### config.mk
export PLATFORM = sky130hd
export DESIGN_NAME = matrix_loader
export DESIGN_NICKNAME = d
export VERILOG_FILES = /design/src/rtl/matrix_loader_pkg.sv /design/src/rtl/matrix_loader_symbol_packer.sv /design/src/rtl/matrix_loader.sv
export SDC_FILE = /design/constraint.sdc
export NUM_CORES = 1
export LEC_CHECK = 0
export BUFFER_PORTS_ARGS = -buffer_cell sky130_fd_sc_hd__buf_2
export CORE_ASPECT_RATIO = 0.7
export CORE_UTILIZATION = 50
export CTS_BUF_LIST = sky130_fd_sc_hd__clkbuf_8 sky130_fd_sc_hd__clkbuf_16
export CTS_CLUSTER_SIZE = 28
export DETAILED_ROUTE_END_ITERATION = 10
export GPL_TIMING_DRIVEN = 0
export PLACE_DENSITY = 0.82
export SETUP_SLACK_MARGIN = 0.5
export SYNTH_ARGS = -nofsm -noshare
export SYNTH_HDL_FRONTEND = slang
export SYNTH_SLANG_ARGS = --single-unit
### constraint.sdc
create_clock -name clk -period 1.7 [get_ports clk]
set_input_delay 0.085 -clock clk [delete_from_list [all_inputs] [get_ports clk]]
set_output_delay 0.085 -clock clk [all_outputs]
set_load 0.005 [all_outputs]
### src/rtl/matrix_loader_pkg.sv
// Shared parameters, derived widths and FSM encoding for the matrix loader and the
// systemizer it feeds.
package matrix_loader_pkg;

    localparam int L     = 8;
    localparam int K     = 16;
    localparam int M     = 3;
    localparam int BLOCK = 4;

    localparam int SYM_W = $clog2(M);
    localparam int DEPTH = (L * K) / BLOCK;
    localparam int AW    = $clog2(DEPTH);
    localparam int DW    = BLOCK * SYM_W;
    localparam int SC_W  = $clog2(BLOCK);

    typedef enum logic [1:0] {
        IDLE  = 2'd0,
        LOAD  = 2'd1,
        START = 2'd2,
        WAIT  = 2'd3
    } state_e;

    // A symbol is legal only when it names an element of GF(M).
    function automatic logic sym_in_range(input logic [SYM_W-1:0] s);
        return int'(s) < M;
    endfunction

endpackage

### src/rtl/matrix_loader_symbol_packer.sv
// Collects BLOCK symbols LSB-first into one buffer word and presents the finished
// word with a one-cycle word_valid strobe.
module matrix_loader_symbol_packer
    import matrix_loader_pkg::*;
(
    input  logic             clk,
    input  logic             rst_n,
    input  logic             clear_i,
    input  logic             push_i,
    input  logic [SYM_W-1:0] sym_i,
    output logic [SC_W-1:0]  sym_cnt_o,
    output logic             word_valid_o,
    output logic [DW-1:0]    word_o
);

    logic [DW-1:0]   pack_q;
    logic [DW-1:0]   pack_d;
    logic [SC_W-1:0] sym_cnt_q;
    logic            word_valid_q;
    logic [DW-1:0]   word_q;
    logic            slot_last;

    always_comb begin
        pack_d = pack_q;
        pack_d[int'(sym_cnt_q) * SYM_W +: SYM_W] = sym_i;
    end

    assign slot_last = (sym_cnt_q == SC_W'(BLOCK - 1));

    // word_q is only loaded on completion, so it holds the last word between writes.
    always_ff @(posedge clk) begin
        if (!rst_n) begin
            pack_q       <= '0;
            sym_cnt_q    <= '0;
            word_valid_q <= 1'b0;
            word_q       <= '0;
        end else begin
            word_valid_q <= 1'b0;
            if (clear_i) begin
                pack_q    <= '0;
                sym_cnt_q <= '0;
            end else if (push_i) begin
                if (slot_last) begin
                    word_q       <= pack_d;
                    word_valid_q <= 1'b1;
                    pack_q       <= '0;
                    sym_cnt_q    <= '0;
                end else begin
                    pack_q    <= pack_d;
                    sym_cnt_q <= sym_cnt_q + SC_W'(1);
                end
            end
        end
    end

    assign sym_cnt_o    = sym_cnt_q;
    assign word_valid_o = word_valid_q;
    assign word_o       = word_q;

endmodule

### src/rtl/matrix_loader.sv
// Streams GF(M) symbols into the systemizer buffer one packed word at a time, then
// starts the systemizer and waits for it to finish.
module matrix_loader
    import matrix_loader_pkg::*;
(
    input  logic             clk,
    input  logic             rst_n,
    input  logic             load_req,
    input  logic             in_valid,
    input  logic [SYM_W-1:0] in_data,
    output logic             in_ready,
    output logic             wr_en,
    output logic [AW-1:0]    wr_addr,
    output logic [DW-1:0]    wr_data,
    output logic             sys_start,
    input  logic             sys_done,
    output logic             busy,
    output logic             err_sym
);

    state_e          state_q;
    logic            in_ready_q;
    logic            busy_q;
    logic            err_sym_q;
    logic            sys_start_q;
    logic [AW-1:0]   word_cnt_q;
    logic [AW-1:0]   wr_addr_q;

    logic            accept;
    logic            sym_ok;
    logic            push;
    logic            bad_sym;
    logic            start_load;
    logic            word_fill;
    logic            last_word;
    logic [SC_W-1:0] sym_cnt;
    logic            word_valid;
    logic [DW-1:0]   word;

    // in_ready is only high in LOAD, so acceptance implies the LOAD state.
    assign accept     = in_valid & in_ready_q;
    assign sym_ok     = sym_in_range(in_data);
    assign push       = accept & sym_ok;
    assign bad_sym    = accept & ~sym_ok;
    assign start_load = (state_q == IDLE) & load_req;
    assign word_fill  = push & (sym_cnt == SC_W'(BLOCK - 1));
    assign last_word  = word_fill & (word_cnt_q == AW'(DEPTH - 1));

    matrix_loader_symbol_packer u_packer (
        .clk          (clk),
        .rst_n        (rst_n),
        .clear_i      (start_load),
        .push_i       (push),
        .sym_i        (in_data),
        .sym_cnt_o    (sym_cnt),
        .word_valid_o (word_valid),
        .word_o       (word)
    );

    always_ff @(posedge clk) begin
        if (!rst_n) begin
            state_q     <= IDLE;
            in_ready_q  <= 1'b0;
            busy_q      <= 1'b0;
            err_sym_q   <= 1'b0;
            sys_start_q <= 1'b0;
            word_cnt_q  <= '0;
            wr_addr_q   <= '0;
        end else begin
            sys_start_q <= 1'b0;
            case (state_q)
                IDLE: begin
                    if (load_req) begin
                        state_q    <= LOAD;
                        in_ready_q <= 1'b1;
                        busy_q     <= 1'b1;
                        err_sym_q  <= 1'b0;
                        word_cnt_q <= '0;
                    end
                end
                LOAD: begin
                    // A bad symbol drops the partial word; the packer is cleared on the next load.
                    if (bad_sym) begin
                        state_q    <= IDLE;
                        in_ready_q <= 1'b0;
                        busy_q     <= 1'b0;
                        err_sym_q  <= 1'b1;
                    end else if (word_fill) begin
                        wr_addr_q <= word_cnt_q;
                        if (last_word) begin
                            state_q    <= START;
                            in_ready_q <= 1'b0;
                        end else begin
                            word_cnt_q <= word_cnt_q + AW'(1);
                        end
                    end
                end
                START: begin
                    sys_start_q <= 1'b1;
                    state_q     <= WAIT;
                end
                WAIT: begin
                    if (sys_done) begin
                        state_q <= IDLE;
                        busy_q  <= 1'b0;
                    end
                end
                default: state_q <= IDLE;
            endcase
        end
    end

    assign in_ready  = in_ready_q;
    assign wr_en     = word_valid;
    assign wr_addr   = wr_addr_q;
    assign wr_data   = word;
    assign sys_start = sys_start_q;
    assign busy      = busy_q;
    assign err_sym   = err_sym_q;

endmodule

; ---- Word-level counts from Yosys, hierarchy flattened
; Index checks and enable logic that the tools add are counted.
[totals]
input_bits = 7
ff_bits = 35
elab_cells = 80
out_inout_bits = 18
[op_classes]
n_lt_le_gt_ge = 1
n_eq_ne = 13
n_addsub = 3
muxes = 27
reduce_logical = 12
shifts = 2
n_bitwise = 11
[ops]
columns = op, n
row1 = negator 3 -> 33 bit, 1
row2 = "variable shift 2 x 33 -> 8 bit, first input constant", 1
row3 = variable part select 2 x 33 -> 8 bit, 1
row4 = two-way mux 5 bit, 4
row5 = two-way mux 2 bit, 6
row6 = "inequality test 2 bit, second input constant", 6
row7 = AND reduction 4 bit, 3
row8 = two-way mux 1 bit, 10
row9 = one-hot mux 5 bit (2 select lines), 1
row10 = AND reduction 3 bit, 3
row11 = bitwise mux 8 bit, 1
row12 = two-way mux 8 bit, 1
row13 = one-hot mux 2 bit (4 select lines), 1
row14 = AND 1 bit, 6
row15 = "== test 2 bit, second input constant", 3
row16 = "inequality test 3 bit, second input constant", 2
row17 = "adder 5 x 1 -> 5 bit, second input constant", 1
row18 = "== test 5 bit, second input constant", 1
row19 = inverter 1 bit, 5
row20 = AND reduction 5 bit, 1
row21 = one-hot mux 1 bit (2 select lines), 2
row22 = one-hot mux 1 bit (3 select lines), 1
row23 = nonzero test 3 bit, 1
row24 = OR reduction 3 bit, 1
row25 = 6 further kinds, 6

; ---- Logic depth before layout (Yosys ltp)
; Gate-level depths: netlist (run 1).
[logic_depth]
ltp_word = 8
depth_mapped = 7
depth_no_buf = 7

; ---- Cells and area by module
; A second synthesis (run 1) with hierarchy kept.
[hier_totals]
hier_cells = 183
area_unflattened_um2 = 1680.4
[modules_own_cells]
columns = module, cells_each, instances, seq_area_each_um2, area_each_um2
row1 = matrix_loader_symbol_packer, 102, 1, 380.4, 952.2
row2 = matrix_loader, 81, 1, 320.3, 728.2

; ---- Least setup slack after synthesis (run 1)
; No wires, ideal clock.
[synth_path]
path_type = reg-to-reg
from = register word_cnt_q[0]
to = register word_cnt_q[3]
slack_ns = -0.165
stages_incl_launch_ff = 8
synth_period_minus_slack_ns = 1.865
required_ns = 1.629
n_path_buf = 0
setup_ns = 0.071
arrival_ns = 1.794
cell_sequence = dfxtp_1 -> ha_1 -> and3_1 -> ha_1 -> and4bb_4 -> nand3_4 -> or3_1 -> a21oi_1
[synth_via]
elab_chain_cells = 5
word_cells_on_any_way = 9
cone_classes = add/sub: 1 / eq/ne: 2 / mux: 4 / bitwise: 1 / reduce/logical: 1
[synth_lines]
columns = element, line_no
row1 = "start, declared", matrix_loader.sv:26  ; logic [AW-1:0] word_cnt_q;
row2 = "start signal, assigned", matrix_loader.sv:94  ; word_cnt_q <= word_cnt_q + AW'(1);
row3 = adder 5 x 1 -> 5 bit, matrix_loader.sv:94
row4 = two-way mux 5 bit, matrix_loader.sv:90  ; if (last_word) begin
row5 = two-way mux 5 bit, matrix_loader.sv:88  ; end else if (word_fill) begin
row6 = two-way mux 5 bit, matrix_loader.sv:83  ; if (bad_sym) begin
row7 = one-hot mux 5 bit (2 select lines), matrix_loader.sv:71  ; case (state_q)
; Parallel ways exist; a longest one is shown, timed or not. The select of a mux whose other input is x is not followed.
; A chain may end at the register's enable or synchronous reset.

; ---- Worst setup path in the final report (run 1)
[layout_path]
from = register word_cnt_q[1]
to = register word_cnt_q[3]
; The elaborated chain is that of the path after synthesis.

==> results of run 1 <==
## final timing paths
path                              startpoint                         end  slack [ns]  cells past startpoint
setup reg to reg  word_cnt_q[1]$_SDFFE_PN0P_  word_cnt_q[3]$_SDFFE_PN0P_       -0.13                      7
setup / recovery  word_cnt_q[1]$_SDFFE_PN0P_  word_cnt_q[3]$_SDFFE_PN0P_       -0.13                      7
hold / removal                      sys_done     state_q[0]$_SDFFE_PN0P_        0.05                      2
hold reg to reg      wr_addr[0]$_SDFFE_PN0P_     wr_addr[0]$_SDFFE_PN0P_        0.47                      2
## final cells by class
type	instances	area [µm²]
Sequential cell	35	711.9
Tap cell	36	45.04
Timing Repair Buffer	53	374.1
Clock inverter	3	12.51
Buffer	9	76.32
Clock buffer	5	68.82
Multi-Input combinational cell	135	1241
Fill cell	122	381.6
Inverter	5	31.28
## cells by family after synthesis
| group | after synthesis |
|---|---|
| compound gates | 45 |
| mux | 1 |
| buf+inv | 14 |
| fa+ha+maj | 8 |
| flops | 35 |
| simple gates | 79 |
| xor+xnor | 2 |
## placed cells by master, fill, tap and decap left out, types with 3 or more instances in the layout
cell      Yosys  layout
dfxtp_1      35      30
inv_1         5       4
o21ai_0      10       4
nand3_1       9       4
nand2_1      27      16
nor2_1       10      10
nand3_2       0       4
o21ai_1       0       5
buf_4         1      20
clkbuf_8      0       5
a21oi_1       9       4
dfxtp_2       0       3
ha_4          0       7
buf_2         2      25
nor2b_1      14      10
o211a_1       8       8
buf_6         1      12
nand2_2       0      10
a21oi_2       0       3
o22ai_2       0       4
## flip-flops by register name, summed over array words and instances (netlist names), named ones only
register               count
busy                       1
err_sym                    1
in_ready                   1
state_q                    1
sys_start                  1
u_packer.pack_q            8
u_packer.sym_cnt_o         2
u_packer.word_o            8
u_packer.word_valid_o      1
word_cnt_q                 5
wr_addr                    5
## metrics by stage
stage          hold slack [ns]  std cells  util (%)  power, mW  setup TNS, ns
2_1_floorplan           0.2061        184         -     0.9300              0
3_3_place_gp            0.3314        243     65.09     0.9594        -0.1181
3_5_place_dp            0.3344        243     65.09     0.9651        -0.2224
4_1_cts                0.02315        265     76.28      1.544       -0.07620
5_1_grt                0.04478        281     87.03      1.651        -0.5308
6_report               0.04503        281     87.03      1.611        -0.3067
## per-layer routing
metal | vias to the layer above | share of wire (%) | global-route usage (%)
met2 | 135 | 47 | 45.56
met1 | 884 | 39 | 35.02
met4 | 0 | 4.5 | 10.00
li1 | 774 | - | -
met5 | - | 0 | 0
met3 | 34 | 9.6 | 5.726
## worst register-to-register path: cells and delay by family, from the launching register on
kind                     cells  cell delay, ns
AO/OA/AOI/OAI                1            0.11
flip-flops                   1            0.34
AND/OR/NAND/NOR              4            1.00
adder cells (fa/ha/maj)      2            0.32
## what timing repair did
action	CTS	global route
pin swaps	11	14
buffers inserted	13	15
setup endpoints to repair	32	32
resized for setup	40	39
gates cloned	1	1
hold buffers	0	0
## power by group through the flow
stage          Sequential (mW)  Clock, mW  Combinational, mW
6_report                 0.832      0.589              0.190
4_1_cts                  0.831      0.573              0.140
2_1_floorplan            0.852          0             0.0783
3_5_place_dp             0.853          0              0.113
3_3_place_gp             0.852          0              0.108
5_1_grt                  0.833      0.620              0.198
==> impl_metrics.ini, run 1 <==
[run_status]
outcome = complete, but fails checks
violations = negative setup slack

[synth]
ys.flop_type = dfxtp_1
muxShareOfSynthArea_pct = 0.6116
syn_area_um2 = 1637
synth_top_cell_area_share_pct = 42.81
ys_warn_count = 0
yosysTopAreaCell = dfxtp_1
async_reset_ff_share_pct = 0
synthTopCellsByCount = 35 x dfxtp_1, 27 x nand2_1, 14 x nor2b_1
avgSynthCellArea_um2 = 8.894
yosys.area_share.simple_pct = 26.76
synth_fa_ha_area_share_pct = 6.116
synth_fp_nets = 199
synth_top_family_by_area = simple AND/OR/NAND/NOR gates
synthMostInstantiatedCell = dfxtp_1
ys_top_cells_by_area = dfxtp_1 43%, nand2_1 6.2%, ha_1 6.1%
synth_xor_area_share_pct = 1.070
ys_ff_latch = 35
synthCells = 184
synth_compound_area_share_pct = 18.58
synth_seq_area_share_pct = 42.81
synth_edf_count = 0
synthDistinctLibCells = 38

[critical_path]
crit_fanout = 6
path_cells = ha_4, and3_4, ha_4, and4bb_4, nand3_4, or3_4, a21oi_2
crit_path_top_delay_cell = or3_4
worstSetupEndpointType = flip-flop
cp_slowest_stage_delay_ns = 0.36
crit_buf_inv = 0
path_class = flip-flop to flip-flop
worstPathRequired_ns = 1.94
cpMostUsedCell = ha_4
crit_arrival_ns = 2.06
start_kind = flip-flop
cp_top_family = simple AND/OR/NAND/NOR gates

[global_route]
grt_util_all_layers_pct = 27.36
antenna_found_initial = 0
grt_pass1_vias = 1492
grt_pass1_wl_um = 7286
grt_max_degree = 11
gr-total-overflow = 0

[placed_design]
preCtsSetupSlack_ns = -0.1010
dpl_cell_area_um2 = 1916
place_hpwl_um = 2774
io_buffers = 23
gp_congestion = 0.8626

[clock_tree]
cts_tree = done
path_clk_slew_ns = 0.07
clockBufferDepth = 2
cts_root_buf = clkbuf_8
htree_num_levels = 2
cts_buffers = 5
clk-insertion-delay-late_ns = 0.30
cts.sinks = 35

[routing]
drt_iter0_drc = 174
drc = 0
first_pass_iters = 5
vias = 1827
route.final.wire_length_um = 6108
wire_per_inst_um = 21.74
vias_per_cell = 6.502
antenna_left = 0

[floorplan]
fp.dieW_um = 70.38
num_rows = 16
dieArea_um2 = 3510
initial_core_util_pct = 55.61
core_um2 = 2943
ios = 25
fp.dieH_um = 49.87

[pwr]
power_switching_uw = 434.4
p_clk_share_pct = 36.5
p_int_mw = 1.176
irDropWorstVdd_uv = 689.1
cellPowerDensity_nw_per_um2 = 628.8
p_sw_share_pct = 26.97
power_frac_seq_pct = 51.7
power_leakage_nw = 1.081
combPwrFrac_pct = 11.8

[timing]
finalCriticalPeriod_ns = 1.829
finalMaxSlewViolations = 0
hold_viol_final = 0
worst_slack_ns = -0.1290
rsz0062_at_grt = yes
relSlewSlack_pct = 57.37
max_freq_ghz = 0.5468
max_slew.worst_pin.slew_ns = 0.6394
fin_worst_skew_ns = 0.008113
setup_viol = 4
timing.final.crit_share_pct = 107.6

[cells_and_area]
diodes = 0
drive_above_1_share_pct = 53.06
nets = 259
synthToLayoutAreaGrowth_pct = 56.50
design_area_um2 = 2561

[min_path]
hp-class = primary input to flip-flop

[job]
cap_violations = 0
Note: power is estimated with default switching activity, not from simulation.
==> run 2, diff against run 1 <==
--- a/config.mk
+++ b/config.mk
@@ -14,6 +14,7 @@
 export GPL_TIMING_DRIVEN = 0
 export PLACE_DENSITY = 0.82
 export SETUP_SLACK_MARGIN = 0.5
+export SKIP_CTS_REPAIR_TIMING = 1
 export SYNTH_ARGS = -nofsm -noshare
 export SYNTH_HDL_FRONTEND = slang
 export SYNTH_SLANG_ARGS = --single-unit
==> impl_metrics.ini, run 2 (same netlist as run 1, synthesis figures left out) <==
[run_status]
outcome = complete, but fails checks
violations = design-rule violations, negative setup slack

[job]
cap_violations = 0

[floorplan]
dieArea_um2 = 3510
fp.dieW_um = 70.38
fp.dieH_um = 49.87
ios = 25
num_rows = 16
core_um2 = 2943
initial_core_util_pct = 55.61

[critical_path]
crit_fanout = 6
path_class = flip-flop to flip-flop
worstSetupEndpointType = flip-flop
path_cells = ha_4, and3_4, ha_4, and4bb_4, nand3_4, or3_1, a21oi_1
crit_arrival_ns = 2.05
crit_path_top_delay_cell = dfxtp_4
cpMostUsedCell = ha_4
cp_slowest_stage_delay_ns = 0.36
start_kind = flip-flop
worstPathRequired_ns = 1.92

[placed_design]
gp_congestion = 0.8626
place_hpwl_um = 2774
io_buffers = 23
dpl_cell_area_um2 = 1916

[global_route]
antenna_found_initial = 0
grt_pass1_vias = 1405
grt_max_degree = 11
grt_pass1_wl_um = 6313
gr-total-overflow = 0
grt_util_all_layers_pct = 23.39

[pwr]
finalPower_mw = 1.540
irDropWorstVdd_uv = 557.3
power_leakage_nw = 0.9806
cellPowerDensity_nw_per_um2 = 677.4

[clock_tree]
cts_root_buf = clkbuf_8
clockBufferDepth = 2
clk-insertion-delay-late_ns = 0.29
cts_buffers = 5
path_clk_slew_ns = 0.07
cts.sinks = 35
cts_tree = done
htree_num_levels = 2

[timing]
setup_viol = 5
max_slew.worst_pin.slew_ns = 0.5352
relSlewSlack_pct = 64.32
finalCriticalPeriod_ns = 1.833
hold_viol_final = 0
max_freq_ghz = 0.5455
worst_slack_ns = -0.1330
timing.final.crit_share_pct = 107.8
finalMaxSlewViolations = 0
fin_worst_skew_ns = 0.006963
rsz0062_at_grt = yes

[cells_and_area]
nets = 244
final_cell_mix = 30 x dfxtp_1, 24 x buf_2, 18 x nand2_1
design_area_um2 = 2273
drive_above_1_share_pct = 41.74
diodes = 0
mostFrequentLayoutCell = dfxtp_1
synthToLayoutAreaGrowth_pct = 38.91

[routing]
first_pass_iters = 7
antenna_left = 0
vias_per_cell = 6.015
wire_per_inst_um = 17.72
route.final.wire_length_um = 4713
vias = 1600
drt_iter0_drc = 107
drc = 1

[min_path]
hp-class = primary input to flip-flop
[run 2: cell types whose count changed in the layout (fill, tap and decap cells not counted), sizes merged]
cell	previous run	this run
buf	58	43
[run 2: layout make-up]
| class | instances | area, µm² |
|---|---|---|
| multi-input cells | 135 | 1101 |
| flip-flops and latches | 35 | 714.4 |
| fillers | 178 | 669.4 |
| repair buffers | 38 | 236.5 |
| clock buffers | 5 | 68.82 |
| plain buffers | 9 | 68.82 |
| well taps | 36 | 45.04 |
| inverters | 5 | 26.28 |
| clock inverters | 3 | 12.51 |
[run 2: metrics by stage]
step                setup WS, ns  hold slack [ns]  TNS [ns]  utilization [%]  std cells
finish                   -0.1330          0.05232   -0.3355            77.25        266
global route             -0.2098          0.03666   -0.6498            77.25        266
CTS                      -0.1223          0.02231   -0.2642            67.86        251
detailed placement       -0.1010           0.3344   -0.2224            65.09        243
global placement        -0.06301           0.3314   -0.1181            65.09        243
floorplan               0.004268           0.2061         0                -        184
[run 2: where the power goes]
part	internal [mW]	total (mW)	switching (mW)
logic	0.0555	0.148	0.0928
clock network	0.275	0.561	0.286
registers	0.824	0.831	0.00671
total	1.15	1.54	0.386
[run 2: final timing paths]
kind                                              endpoint  slack (ns)  cells after the start                        from
worst min-delay path               state_q[0]$_SDFFE_PN0P_        0.05                      2                    sys_done
worst max register to register  word_cnt_q[3]$_SDFFE_PN0P_       -0.13                      7  word_cnt_q[0]$_SDFFE_PN0P_
worst max-delay path            word_cnt_q[3]$_SDFFE_PN0P_       -0.13                      7  word_cnt_q[0]$_SDFFE_PN0P_
worst min register to register     wr_addr[3]$_SDFFE_PN0P_        0.46                      2     wr_addr[3]$_SDFFE_PN0P_
[run 2: routing by layer]
metal	GRT usage [%]	wire (µm)	up-vias
met5	0	0	-
met4	11.00	70	0
met3	5.726	273	9
met2	36.67	2312	62
met1	30.30	2056	783
li1	-	-	746
[run 2: worst max-delay path: cells and delay by family (launching register included)]
kind	cells	cell delay, ns
and+or+nand+nor	4	0.96
AOI/OAI and AO/OA	1	0.12
DFF	1	0.36
adders and majority gates	2	0.32
